`config.mk`:
```
export PLATFORM = sky130hd
export DESIGN_NAME = wb_spi_master
export DESIGN_NICKNAME = d
export VERILOG_FILES = /design/src/rtl/wb_spi_master.sv
export SDC_FILE = /design/constraint.sdc
export NUM_CORES = 1
export LEC_CHECK = 0
export ABC_AREA = 1
export CELL_PAD_IN_SITES_DETAIL_PLACEMENT = 0
export CELL_PAD_IN_SITES_GLOBAL_PLACEMENT = 1
export CORE_ASPECT_RATIO = 0.8
export CORE_MARGIN = 3
export CORE_UTILIZATION = 30
export CTS_CLUSTER_SIZE = 20
export DETAILED_ROUTE_END_ITERATION = 7
export GPL_TIMING_DRIVEN = 0
export PLACE_DENSITY_LB_ADDON = 0.1
export SLEW_MARGIN = 20
export SYNTH_ARGS = -nofsm -noshare
export SYNTH_HDL_FRONTEND = slang
export SYNTH_SLANG_ARGS = --single-unit
```
`constraint.sdc`:
```
create_clock -name clk_i -period 1.6 [get_ports clk_i]
set_input_delay 0.32 -clock clk_i [delete_from_list [all_inputs] [get_ports clk_i]]
set_output_delay 0.32 -clock clk_i [all_outputs]
set_load 0.05 [all_outputs]
```
`src/rtl/wb_spi_master.sv`:
```
// ---------------------------------------------------------------------------
// wb_spi_master
//
// SPI master engine with a small Wishbone slave for TX/RX data and manual
// chip-select. Serialises 1-4 bytes per transfer, MSB first, in any of the
// four SPI modes. The prescaler, mode, auto-CS and size come from the SoC
// register block and are latched when a transfer starts.
//
// Ports
//   clk_i, rst_in            system clock, asynchronous active-low reset
//   wb_spi_*                 Wishbone slave (adr 0 = DATA, adr 1 = CSCTRL);
//                            ack is combinational cyc & stb
//   spi_presc_i              half-period = presc+1 clk cycles
//   spi_cpol_i, spi_cpha_i   SPI mode
//   spi_auto_cs_i            1: CS follows each transfer, 0: CSCTRL.cs drives CS
//   spi_size_i               transfer length = size+1 bytes
//   spi_rdy_o                1 while idle (a new transfer may start)
//   spi_sck_o, spi_mosi_o,
//   spi_cs_on, spi_miso_i    SPI pins (CS active low)
//
// Configuration
//   SPI_MASTER_LOOPBACK_EN   when defined, CSCTRL bit1 selects internal
//                            loopback (received data = spi_mosi_o).
// ---------------------------------------------------------------------------
module wb_spi_master (
    input  logic        clk_i,
    input  logic        rst_in,
    input  logic        wb_spi_cyc_i,
    input  logic        wb_spi_stb_i,
    input  logic        wb_spi_we_i,
    output logic        wb_spi_ack_o,
    input  logic        wb_spi_adr_i,
    input  logic [3:0]  wb_spi_be_i,
    input  logic [31:0] wb_spi_dat_i,
    output logic [31:0] wb_spi_dat_o,
    input  logic [3:0]  spi_presc_i,
    input  logic        spi_cpol_i,
    input  logic        spi_cpha_i,
    input  logic        spi_auto_cs_i,
    input  logic [1:0]  spi_size_i,
    output logic        spi_rdy_o,
    output logic        spi_sck_o,
    output logic        spi_mosi_o,
    output logic        spi_cs_on,
    input  logic        spi_miso_i
);

    typedef enum logic [1:0] {IDLE, SETUP, SHIFT, HOLD} state_t;

    state_t      state_q, state_d;
    logic [3:0]  presc_q, div_cnt_q;
    logic        cpha_q, auto_cs_q;
    logic [1:0]  size_q;
    logic [31:0] tx_sh_q, rx_sh_q, rx_q;
    logic [4:0]  bit_cnt_q;
    logic        phase_q;       // 0: next SCK toggle is the leading edge
    logic        sck_q, mosi_q, cs_q, lb_q;

    logic        wb_req, start, csctrl_wr, tick, last_bit, sample, auto_eff;
    logic [31:0] tx_aligned;
    logic        unused_be;

    assign wb_req    = wb_spi_cyc_i & wb_spi_stb_i;
    assign start     = wb_req & wb_spi_we_i & ~wb_spi_adr_i & (state_q == IDLE);
    assign csctrl_wr = wb_req & wb_spi_we_i & wb_spi_adr_i & wb_spi_be_i[0];
    assign tick      = (div_cnt_q == presc_q);
    assign last_bit  = (bit_cnt_q == {size_q, 3'b111});
    assign unused_be = ^wb_spi_be_i[3:1];

    // Move bit 8N-1 of the write data to bit 31 so the shifter always
    // transmits from the top regardless of transfer size.
    assign tx_aligned = wb_spi_dat_i << {~spi_size_i, 3'b000};

`ifdef SPI_MASTER_LOOPBACK_EN
    always_ff @(posedge clk_i or negedge rst_in) begin
        if (!rst_in)        lb_q <= 1'b0;
        else if (csctrl_wr) lb_q <= wb_spi_dat_i[1];
    end
    assign sample = lb_q ? mosi_q : spi_miso_i;
`else
    assign lb_q   = 1'b0;
    assign sample = spi_miso_i;
`endif

    // State register
    always_ff @(posedge clk_i or negedge rst_in) begin
        if (!rst_in) state_q <= IDLE;
        else         state_q <= state_d;
    end

    // Next-state logic
    always_comb begin
        // NOTE: defaulting every always_comb output first keeps paths that
        // do not assign it from inferring a latch.
        state_d = state_q;
        case (state_q)
            IDLE:    if (start) state_d = SETUP;
            SETUP:   if (tick) state_d = SHIFT;
            SHIFT:   if (tick && phase_q && last_bit) state_d = HOLD;
            HOLD:    if (tick) state_d = IDLE;
            default: state_d = IDLE;
        endcase
    end

    // Datapath
    always_ff @(posedge clk_i or negedge rst_in) begin
        if (!rst_in) begin
            // NOTE: non-blocking assignments for all registered state, so every
            // register samples pre-edge values regardless of statement order.
            presc_q   <= '0;
            div_cnt_q <= '0;
            cpha_q    <= 1'b0;
            auto_cs_q <= 1'b0;
            size_q    <= '0;
            tx_sh_q   <= '0;
            rx_sh_q   <= '0;
            rx_q      <= '0;
            bit_cnt_q <= '0;
            phase_q   <= 1'b0;
            sck_q     <= 1'b0;
            mosi_q    <= 1'b0;
            cs_q      <= 1'b0;
        end else begin
            if (csctrl_wr) cs_q <= wb_spi_dat_i[0];

            if (state_q == IDLE || tick) div_cnt_q <= '0;
            else                         div_cnt_q <= div_cnt_q + 4'd1;

            case (state_q)
                IDLE: begin
                    sck_q <= spi_cpol_i;
                    if (start) begin
                        presc_q   <= spi_presc_i;
                        cpha_q    <= spi_cpha_i;
                        auto_cs_q <= spi_auto_cs_i;
                        size_q    <= spi_size_i;
                        rx_sh_q   <= '0;
                        bit_cnt_q <= '0;
                        phase_q   <= 1'b0;
                        if (!spi_cpha_i) begin
                            // CPHA=0 presents the first bit before any edge.
                            mosi_q  <= tx_aligned[31];
                            tx_sh_q <= tx_aligned << 1;
                        end else begin
                            tx_sh_q <= tx_aligned;
                        end
                    end
                end
                SHIFT: begin
                    if (tick) begin
                        sck_q   <= ~sck_q;
                        phase_q <= ~phase_q;
                        // Leading edge samples for CPHA=0, drives for CPHA=1;
                        // the trailing edge does the opposite.
                        if (phase_q == cpha_q) begin
                            rx_sh_q <= {rx_sh_q[30:0], sample};
                        end else begin
                            mosi_q  <= tx_sh_q[31];
                            tx_sh_q <= tx_sh_q << 1;
                        end
                        if (phase_q && !last_bit) bit_cnt_q <= bit_cnt_q + 5'd1;
                    end
                end
                HOLD: begin
                    if (tick) rx_q <= rx_sh_q;
                end
                default: ;
            endcase
        end
    end

    // In IDLE the live auto-CS input decides who owns CS; during a transfer
    // the latched copy does.
    assign auto_eff = (state_q == IDLE) ? spi_auto_cs_i : auto_cs_q;

    assign wb_spi_ack_o = wb_req;
    assign wb_spi_dat_o = wb_spi_adr_i ? {30'b0, lb_q, cs_q} : rx_q;
    assign spi_rdy_o    = (state_q == IDLE);
    assign spi_sck_o    = sck_q;
    assign spi_mosi_o   = mosi_q;
    assign spi_cs_on    = auto_eff ? (state_q == IDLE) : ~cs_q;

endmodule

```
==> flow_summary.json, run 1 <==
{
  "numCtsBuffers": 17,
  "yosys_warnings": 0,
  "hold_viol": 0,
  "r2r-end": "tx_sh_q[15]",
  "min_from": "wb_spi_adr_i",
  "vias": 6077,
  "max_freq_mhz": 551,
  "crit_type": "reg2out",
  "post_layout_nonfiller_instances": 1281,
  "syn_avg_cell_area_um2": 7.44,
  "holdCritPathClass": "in2reg",
  "start_util": 0.312,
  "dp.cells": 1195,
  "dr.pass1.iters": 5,
  "cp-start-kind": "flip-flop",
  "clk_path_buf_depth": 2,
  "fin_crit_ps": 1810,
  "antenna_found_initial": 0,
  "die-area_mm2": 0.0228,
  "die_w_um": 168,
  "r2r_setup_slack_ps": -200,
  "drtIter0Drc": 244,
  "worst_clock_skew_ps": 10.3,
  "synth_nets": 905,
  "maxCapViolations": 0,
  "grt_overflow": 0,
  "drc_errors": 0,
  "min_path_cells": 3,
  "yosys.area.top_type": "dfrtp_1",
  "fin_ws_ps": -214,
  "critPathRequiredTime_ps": 1280,
  "io_pins": 89,
  "syn-cell-area_mm2": 0.00630,
  "drive_gt1_frac": 0.318,
  "worst_ir_drop_vdd_mv": 0.668,
  "clkTransAtPathRegs_ps": 60,
  "gr-usage-all-layers": 0.176,
  "ant_nets": 0,
  "power_density_mw_per_mm2": 1420,
  "setup_viol": 92,
  "fin_crit_sh": 1.13,
  "place.gp.congestion": 0.804,
  "r2r-start": "state_q[1]",
  "worstSetupEndpointType": "output pin",
  "ys_ff_latch": 119,
  "drt-total-wl_mm": 20.0,
  "tightest_slew_ps": 491,
  "htreeDepth": 4,
  "rows": 46,
  "min_to": "cs_q",
  "area_growth_pct": 50.3,
  "synth_top_cell_area_share": 0.473,
  "netlist_instances": 847,
  "clk_latency_ps": 420,
  "ys_types": 29,
  "setup_tns_ps": -10210,
  "fin_nets": 1062,
  "hpwl_mm": 13.5,
  "viasPerCell": 4.74,
  "max-slew-margin-rel": 0.669,
  "synth_seq_area_share": 0.473,
  "fin_hold_ws_ps": 355,
  "crit_fanout": 4,
  "wl_per_cell_um": 15.6,
  "clockRootBuffer": "clkbuf_16",
  "arrival_ps": 1490,
  "grt_first_pass_wirelength_mm": 32.0,
  "status": "complete, but fails checks",
  "coreArea_mm2": 0.0202,
  "clock-sinks": 119,
  "cts_tree": "done",
  "io_buffers": 83,
  "rsz0062_at_grt": "yes",
  "diodes": 0,
  "grt_max_degree": 73,
  "grt_pass1_vias": 5968,
  "die_y_um": 136,
  "leakage_nw": 4.70,
  "netlist_top_cells_area": "dfrtp_1 (47%), nand2_1 (16%), o21ai_0 (9.2%), nand3_1 (5.2%), inv_1 (5.1%)",
  "r2r_cells": 10,
  "violations": "setup timing",
  "slew_viol_final": 0
}
flip-flops by register name (all words and copies together), names as in the netlist, 2 cells and up:
| name | cells |
|---|---|
| bit_cnt_q | 5 |
| rx_q | 32 |
| div_cnt_q | 4 |
| state_q | 2 |
| rx_sh_q | 32 |
| size_q | 2 |
| tx_sh_q | 32 |
| presc_q | 4 |
placed cells by master (no fill, tap or decap), types with 7 or more instances in the layout:
cell type        Yosys  routed
buf_4                0      32
clkbuf_16            0      28
inv_1               85      81
buf_12               0       7
dfrtp_1            119     117
nor2_4               2       7
nor2_1              65      40
o211ai_1            19      19
nand2_2              1      31
o21ai_1              4      29
buf_2               15      33
o21ai_0            116      38
o21ai_2              0      52
nand2_1            265     219
nand4_1              7       7
nand2_4              2      16
nand3_1             65      64
buf_6                4      20
nor2_2               3      23
clkdlybuf4s50_1      0      45
clkbuf_1            29       8
buf_8                0       9
a21oi_1             11      10
cell type report:
type | count | area, µm²
inverters | 88 | 343
fillers | 2012 | 10700
clock inverters | 15 | 143
multi-input cells | 592 | 3340
repair buffers | 140 | 1430
plain buffers | 46 | 485
flip-flops and latches | 119 | 2980
well taps | 264 | 330
clock buffers | 17 | 425
layer usage:
metal / up-vias / GRT usage / share of wire
li1: 3061 / - / -
met1: 2858 / 0.255 / 0.49
met2: 141 / 0.272 / 0.46
met3: 17 / 0.0356 / 0.042
met4: 0 / 0.0373 / 0.0081
met5: - / 0 / 0
how the worst max path moves through the flow:
stage | startpoint | to | slack (ps) | cells after the start
after CTS | state_q[0] | tx_sh_q[15] | -200 | 11
after global routing | state_q[1] | tx_sh_q[15] | -300 | 10
final | state_q[1] | spi_rdy_o | -210 | 5
after floorplan | state_q[0] | tx_sh_q[0] | -130 | 10
after detailed placement | wb_spi_cyc_i | tx_sh_q[15] | -740 | 11
after global placement | rst_in | tx_sh_q[18] | -4760 | 1
critical path, cell delays in order, from the launching register on:
cell     delay, ps
dfrtp_2        440
inv_2           90
ha_4           180
buf_12         120
buf_4          110
buf_12         120
metrics by stage:
stage	instance area (µm²)	utilization	worst slack [ps]	power, W
3_3_place_gp	7620	0.377	-4760	0.00788
4_1_cts	8920	0.442	-204	0.0129
6_report	9470	0.469	-214	0.0135
2_1_floorplan	6450	-	-134	0.00662
3_5_place_dp	7650	0.379	-737	0.00789
5_1_grt	9470	0.469	-304	0.0143
timing repair:
item,CTS,global route
pin swaps,15,21
cloned,7,8
hold buffers,1,0
endpoints found under the setup margin,147,148
hold endpoints to repair,47,0
resized for setup,231,239
setup buffers,24,16
synth_stat cells:
cell / n
nand2_2: 1
ha_1: 6
nor2_2: 3
o21ai_0: 116
inv_2: 3
nand2_1: 265
nor2_4: 2
nand3_1: 65
nand2_4: 2
a21oi_1: 11
nand3_2: 2
o22ai_1: 2
inv_1: 85
o21ai_1: 4
xor2_1: 3
nor3_1: 3
o21ai_4: 1
buf_2: 15
buf_6: 4
or2_2: 6
o221ai_1: 4
xnor2_1: 2
dfrtp_1: 119
nand4_1: 7
o221a_2: 2
o211ai_1: 19
nor2_1: 65
clkbuf_1: 29
mux2_2: 1
where the power goes:
part / leakage (nW) / internal (W) / total [W] / switching [W]
logic: 2.83 / 0.00253 / 0.00586 / 0.00332
registers: 1.59 / 0.00357 / 0.00389 / 0.000317
clock network: 0.269 / 0.00217 / 0.00373 / 0.00157
cells by family after synthesis:
logic type,after synthesis,share of synthesized area
fa+ha+maj,6,0.0119
mux,1,0.00179
buf+inv,136,0.0887
flops,119,0.473
compound gates,159,0.140
xor+xnor,5,0.00695
simple gates,421,0.278
(Power assumes the default switching activity.)
==> run 2: changes to the inputs <==
Settings changed: CORE_MARGIN 3 to default, CORE_UTILIZATION 30 to 36.
==> flow_summary.json, run 2 (synthesis gave the netlist of run 1 again) <==
{
  "status": "complete, but fails checks",
  "violations": "setup timing",
  "tightest_slew_ps": 582,
  "crit_type": "reg2reg",
  "critPathRequiredTime_ps": 1950,
  "area_growth_pct": 48.3,
  "ant_nets": 0,
  "grt_max_degree": 74,
  "clock-sinks": 119,
  "mostFrequentLayoutCells": "nand2_1 (211), dfrtp_1 (117), inv_1 (81), nand3_1 (63), o21ai_2 (58)",
  "htreeDepth": 4,
  "drc_errors": 0,
  "arrival_ps": 2170,
  "gr-usage-all-layers": 0.219,
  "min_to": "cs_q",
  "worst_clock_skew_ps": 9.39,
  "worstSetupEndpointType": "flip-flop",
  "clkTransAtPathRegs_ps": 60,
  "wl_per_cell_um": 16.2,
  "die-area_mm2": 0.0180,
  "clk_latency_ps": 420,
  "crit_fanout": 7,
  "leakage_nw": 4.63,
  "grt_overflow": 0,
  "hpwl_mm": 13.2,
  "power_frac_seq": 0.297,
  "die_y_um": 120,
  "min_path_cells": 3,
  "post_layout_nonfiller_instances": 1225,
  "diodes": 0,
  "setup_tns_ps": -11810,
  "combPwrFrac": 0.406,
  "r2r-start": "state_q[1]",
  "max-slew-margin-rel": 0.612,
  "rsz0062_at_grt": "yes",
  "setup_viol": 104,
  "power_density_mw_per_mm2": 1410,
  "fin_crit_ps": 1820,
  "clk_path_buf_depth": 2,
  "maxCapViolations": 0,
  "worst_ir_drop_vdd_mv": 0.905,
  "hold_viol": 0,
  "fin_crit_sh": 1.14,
  "layout_commonest_cell": "nand2_1",
  "swShare": 0.367,
  "place.gp.congestion": 0.879,
  "vias": 6258,
  "r2r_cells": 11,
  "numCtsBuffers": 17,
  "switchingPower_w": 0.00482,
  "final_util": 0.556,
  "fin_nets": 1051,
  "fin_hold_ws_ps": 272,
  "viasPerCell": 5.11,
  "drt-total-wl_mm": 19.8,
  "min_from": "wb_spi_adr_i",
  "fin_ws_ps": -218,
  "dp.cells": 1151,
  "antenna_found_initial": 0,
  "top_regs": "rx_q x32, rx_sh_q x32, tx_sh_q x32",
  "finalPower_w": 0.0132,
  "clockPowerShare": 0.296,
  "die_w_um": 150,
  "drtIter0Drc": 390,
  "start_util": 0.375,
  "grt_pass1_vias": 5920,
  "coreArea_mm2": 0.0168,
  "rows": 42,
  "r2r-end": "tx_sh_q[23]",
  "holdCritPathClass": "in2reg",
  "drive_gt1_frac": 0.321,
  "p_int_w": 0.00833,
  "cp-start-kind": "flip-flop",
  "dr.pass1.iters": 5,
  "cts_tree": "done",
  "slew_viol_final": 0,
  "clockRootBuffer": "clkbuf_16",
  "max_freq_mhz": 550,
  "io_pins": 89,
  "grt_first_pass_wirelength_mm": 30.3,
  "r2r_setup_slack_ps": -220,
  "io_buffers": 83
}
run 2: changes by cell type in the layout (fill, tap and decap cells not counted), moves of 6 or more:
cell	before	now
buf_4	32	19
nand2_2	31	44
buf_8	9	20
buf_6	20	11
nand2_1	219	211
o21ai_2	52	58
run 2: worst max-delay path by stage:
| stage | cells past startpoint | slack (ps) | start | endpoint |
|---|---|---|---|---|
| 3_5_place_dp | 10 | -770 | wb_spi_cyc_i | tx_sh_q[0] |
| 6_report | 11 | -220 | state_q[1] | tx_sh_q[23] |
| 2_1_floorplan | 10 | -130 | state_q[0] | tx_sh_q[0] |
| 5_1_grt | 11 | -280 | state_q[1] | tx_sh_q[31] |
| 3_3_place_gp | 1 | -4620 | rst_in | rx_q[8] |
| 4_1_cts | 12 | -200 | state_q[0] | tx_sh_q[23] |
run 2: layout make-up:
class	instances	area [µm²]
Buffer	46	459
Clock buffer	22	474
Clock inverter	9	124
Fill cell	1573	7470
Inverter	88	344
Multi-Input combinational cell	592	3330
Sequential cell	119	2980
Tap cell	220	275
Timing Repair Buffer	129	1360
run 2: power groups by stage:
stage          clock network (W)  registers (W)  logic, W
5_1_grt                  0.00410        0.00397   0.00581
3_5_place_dp                   0        0.00394   0.00389
3_3_place_gp                   0        0.00392   0.00382
4_1_cts                  0.00397        0.00389   0.00493
2_1_floorplan                  0        0.00393   0.00269
6_report                 0.00390        0.00391   0.00534
run 2: worst max-delay path, stage by stage (launching register included):
cell	delay, ps
dfrtp_2	410
inv_2	70
ha_4	190
buf_12	130
o21ai_4	220
nand2_8	110
nor2_4	120
buf_8	150
buf_12	110
buf_8	110
nand2_1	60
nand2_1	60
run 2: stage by stage:
stage,instance area [µm²],setup slack [ps]
after detailed placement,7590,-768
after global placement,7560,-4620
after CTS,8820,-204
final,9350,-218
after floorplan,6450,-134
after global routing,9350,-275
run 2: what timing repair did:
item | 4_1_cts | 5_1_grt
hold buffers | 1 | 0
cloned | 6 | 8
setup endpoints to repair | 143 | 142
hold endpoints to repair | 46 | 0
setup buffers | 23 | 8
pin swaps | 8 | 27
resized for setup | 219 | 245
run 2: routing by layer:
layer	track usage	wire (µm)	share of wire
met5	0	0	0
met3	0.0468	967	0.049
met2	0.336	8940	0.45
met4	0.0593	244	0.012
met1	0.312	9650	0.49
==> run 3: changes to the inputs <==
Settings changed: CORE_MARGIN from default to 5.
==> flow_summary.json, run 3 (synthesis gave the netlist of run 1 again) <==
{
  "start_util": 0.365,
  "power_frac_seq": 0.293,
  "critPathRequiredTime_ps": 1950,
  "cts_tree": "done",
  "diodes": 0,
  "area_growth_pct": 42.8,
  "setup_viol": 70,
  "gr-usage-all-layers": 0.197,
  "hpwl_mm": 13.5,
  "crit_type": "reg2reg",
  "io_pins": 89,
  "worst_clock_skew_ps": 12.0,
  "p_int_w": 0.00829,
  "r2r_cells": 11,
  "r2r_setup_slack_ps": -180,
  "fin_hold_ws_ps": 371,
  "r2r-end": "rx_sh_q[17]",
  "combPwrFrac": 0.419,
  "numCtsBuffers": 17,
  "critPathMaxStageDelay_ps": 440,
  "setup_tns_ps": -9660,
  "wl_per_cell_um": 15.9,
  "path_cells": "inv_2, ha_4, nand3_4, o21ai_4, nand2_8, buf_6, nor2_4, buf_6, buf_8, nand2_2, nand2_1",
  "grt_first_pass_wirelength_mm": 31.6,
  "rsz0062_at_grt": "yes",
  "tightest_slew_ps": 572,
  "clkTransAtPathRegs_ps": 60,
  "min_to": "cs_q",
  "clockPowerShare": 0.288,
  "die_y_um": 128,
  "switchingPower_w": 0.00503,
  "drive_gt1_frac": 0.295,
  "slew_viol_final": 0,
  "antenna_found_initial": 0,
  "cp-start-kind": "flip-flop",
  "r2r-start": "state_q[1]",
  "grt_pass1_vias": 6209,
  "layout_commonest_cell": "nand2_1",
  "power_density_mw_per_mm2": 1480,
  "drc_errors": 0,
  "worst_ir_drop_vdd_mv": 0.744,
  "maxCapViolations": 0,
  "io_buffers": 83,
  "max_freq_mhz": 562,
  "min_path_cells": 3,
  "viasPerCell": 4.99,
  "violations": "setup timing",
  "grt_max_degree": 63,
  "die_w_um": 158,
  "hold_viol": 0,
  "fin_ws_ps": -181,
  "dr.pass1.iters": 5,
  "place.gp.congestion": 0.890,
  "htreeDepth": 4,
  "cp_num_buf_inv": 4,
  "grt_overflow": 0,
  "top_regs": "rx_q x32, rx_sh_q x32, tx_sh_q x32",
  "clock-sinks": 119,
  "ant_nets": 0,
  "min_from": "wb_spi_adr_i",
  "rows": 43,
  "swShare": 0.378,
  "die-area_mm2": 0.0203,
  "fin_crit_sh": 1.11,
  "vias": 6126,
  "status": "complete, but fails checks",
  "crit_fanout": 6,
  "crit_path_top_delay_cell": "dfrtp_2",
  "clk_path_buf_depth": 2,
  "crit_family": "buffers and inverters",
  "drt-total-wl_mm": 19.6,
  "leakage_nw": 4.41,
  "fin_nets": 1049,
  "worstSetupEndpointType": "flip-flop",
  "max-slew-margin-rel": 0.618,
  "path_common_cell": "buf_6",
  "arrival_ps": 2130,
  "drtIter0Drc": 446,
  "coreArea_mm2": 0.0173,
  "holdCritPathClass": "in2reg",
  "clk_latency_ps": 420,
  "clockRootBuffer": "clkbuf_16",
  "place_ws_ps": -744,
  "startpoint": "state_q[1]",
  "mostFrequentLayoutCells": "nand2_1 (204), dfrtp_1 (117), inv_1 (81), nand3_1 (63), o21ai_0 (61)",
  "fin_crit_ps": 1780
}
## run 3: cell count changes in the layout (fill, tap and decap cells not counted), moves of 5 or more
cell / change
o21ai_1: +14
nand2_1: -7
buf_4: +14
o21ai_0: +24
o21ai_2: -38
nand2_2: +9
clkbuf_16: -8
buf_12: -5
buf_6: +9
buf_8: -12
## run 3: power by group through the flow
stage	Sequential [W]	Clock, W	Combinational, W
finish	0.00390	0.00384	0.00559
global route	0.00396	0.00407	0.00608
CTS	0.00388	0.00393	0.00502
detailed placement	0.00394	0	0.00391
global placement	0.00392	0	0.00384
floorplan	0.00393	0	0.00269
## run 3: worst max path at each step
stage / slack [ps] / cells past startpoint / endpoint
2_1_floorplan: -130 / 10 / tx_sh_q[0]
3_3_place_gp: -4570 / 1 / rx_q[6]
3_5_place_dp: -740 / 11 / tx_sh_q[15]
4_1_cts: -190 / 12 / tx_sh_q[30]
5_1_grt: -240 / 11 / rx_sh_q[12]
6_report: -180 / 11 / rx_sh_q[17]
## run 3: layout make-up
cell class | instances | area (µm²)
Clock inverter | 13 | 156
Buffer | 41 | 362
Tap cell | 225 | 282
Multi-Input combinational cell | 592 | 3230
Sequential cell | 119 | 2980
Timing Repair Buffer | 132 | 1220
Inverter | 88 | 342
Fill cell | 1714 | 8270
Clock buffer | 18 | 429
## run 3: timing repair
item / 4_1_cts / 5_1_grt
gates cloned: 3 / 3
hold buffers: 1 / 0
setup endpoints to repair: 142 / 135
resized for setup: 229 / 164
pin swaps: 18 / 11
endpoints found under the hold margin: 57 / 0
setup buffers: 33 / 10
## run 3: metal layers
| layer | wire length (µm) | GRT usage | vias to the layer above |
|---|---|---|---|
| met5 | 0 | 0 | - |
| met4 | 250 | 0.0567 | 0 |
| met3 | 1130 | 0.0474 | 17 |
| met2 | 8630 | 0.293 | 160 |
| met1 | 9580 | 0.286 | 2931 |
| li1 | - | - | 3018 |
## run 3: through the flow
step,power (W),util,area (µm²),std cells
2_1_floorplan,0.00662,-,6450,847
3_3_place_gp,0.00776,0.438,7570,1155
3_5_place_dp,0.00785,0.440,7600,1156
4_1_cts,0.0128,0.508,8770,1219
5_1_grt,0.0141,0.521,9000,1228
6_report,0.0133,0.521,9000,1228
## run 3: worst register-to-register path, delay by kind of cell (launching register included)
kind | cells | cell delay (ps)
and+or+nand+nor | 5 | 460
AOI/OAI and AO/OA | 1 | 120
buffers and inverters | 4 | 490
adders and majority gates | 1 | 200
DFF | 1 | 440
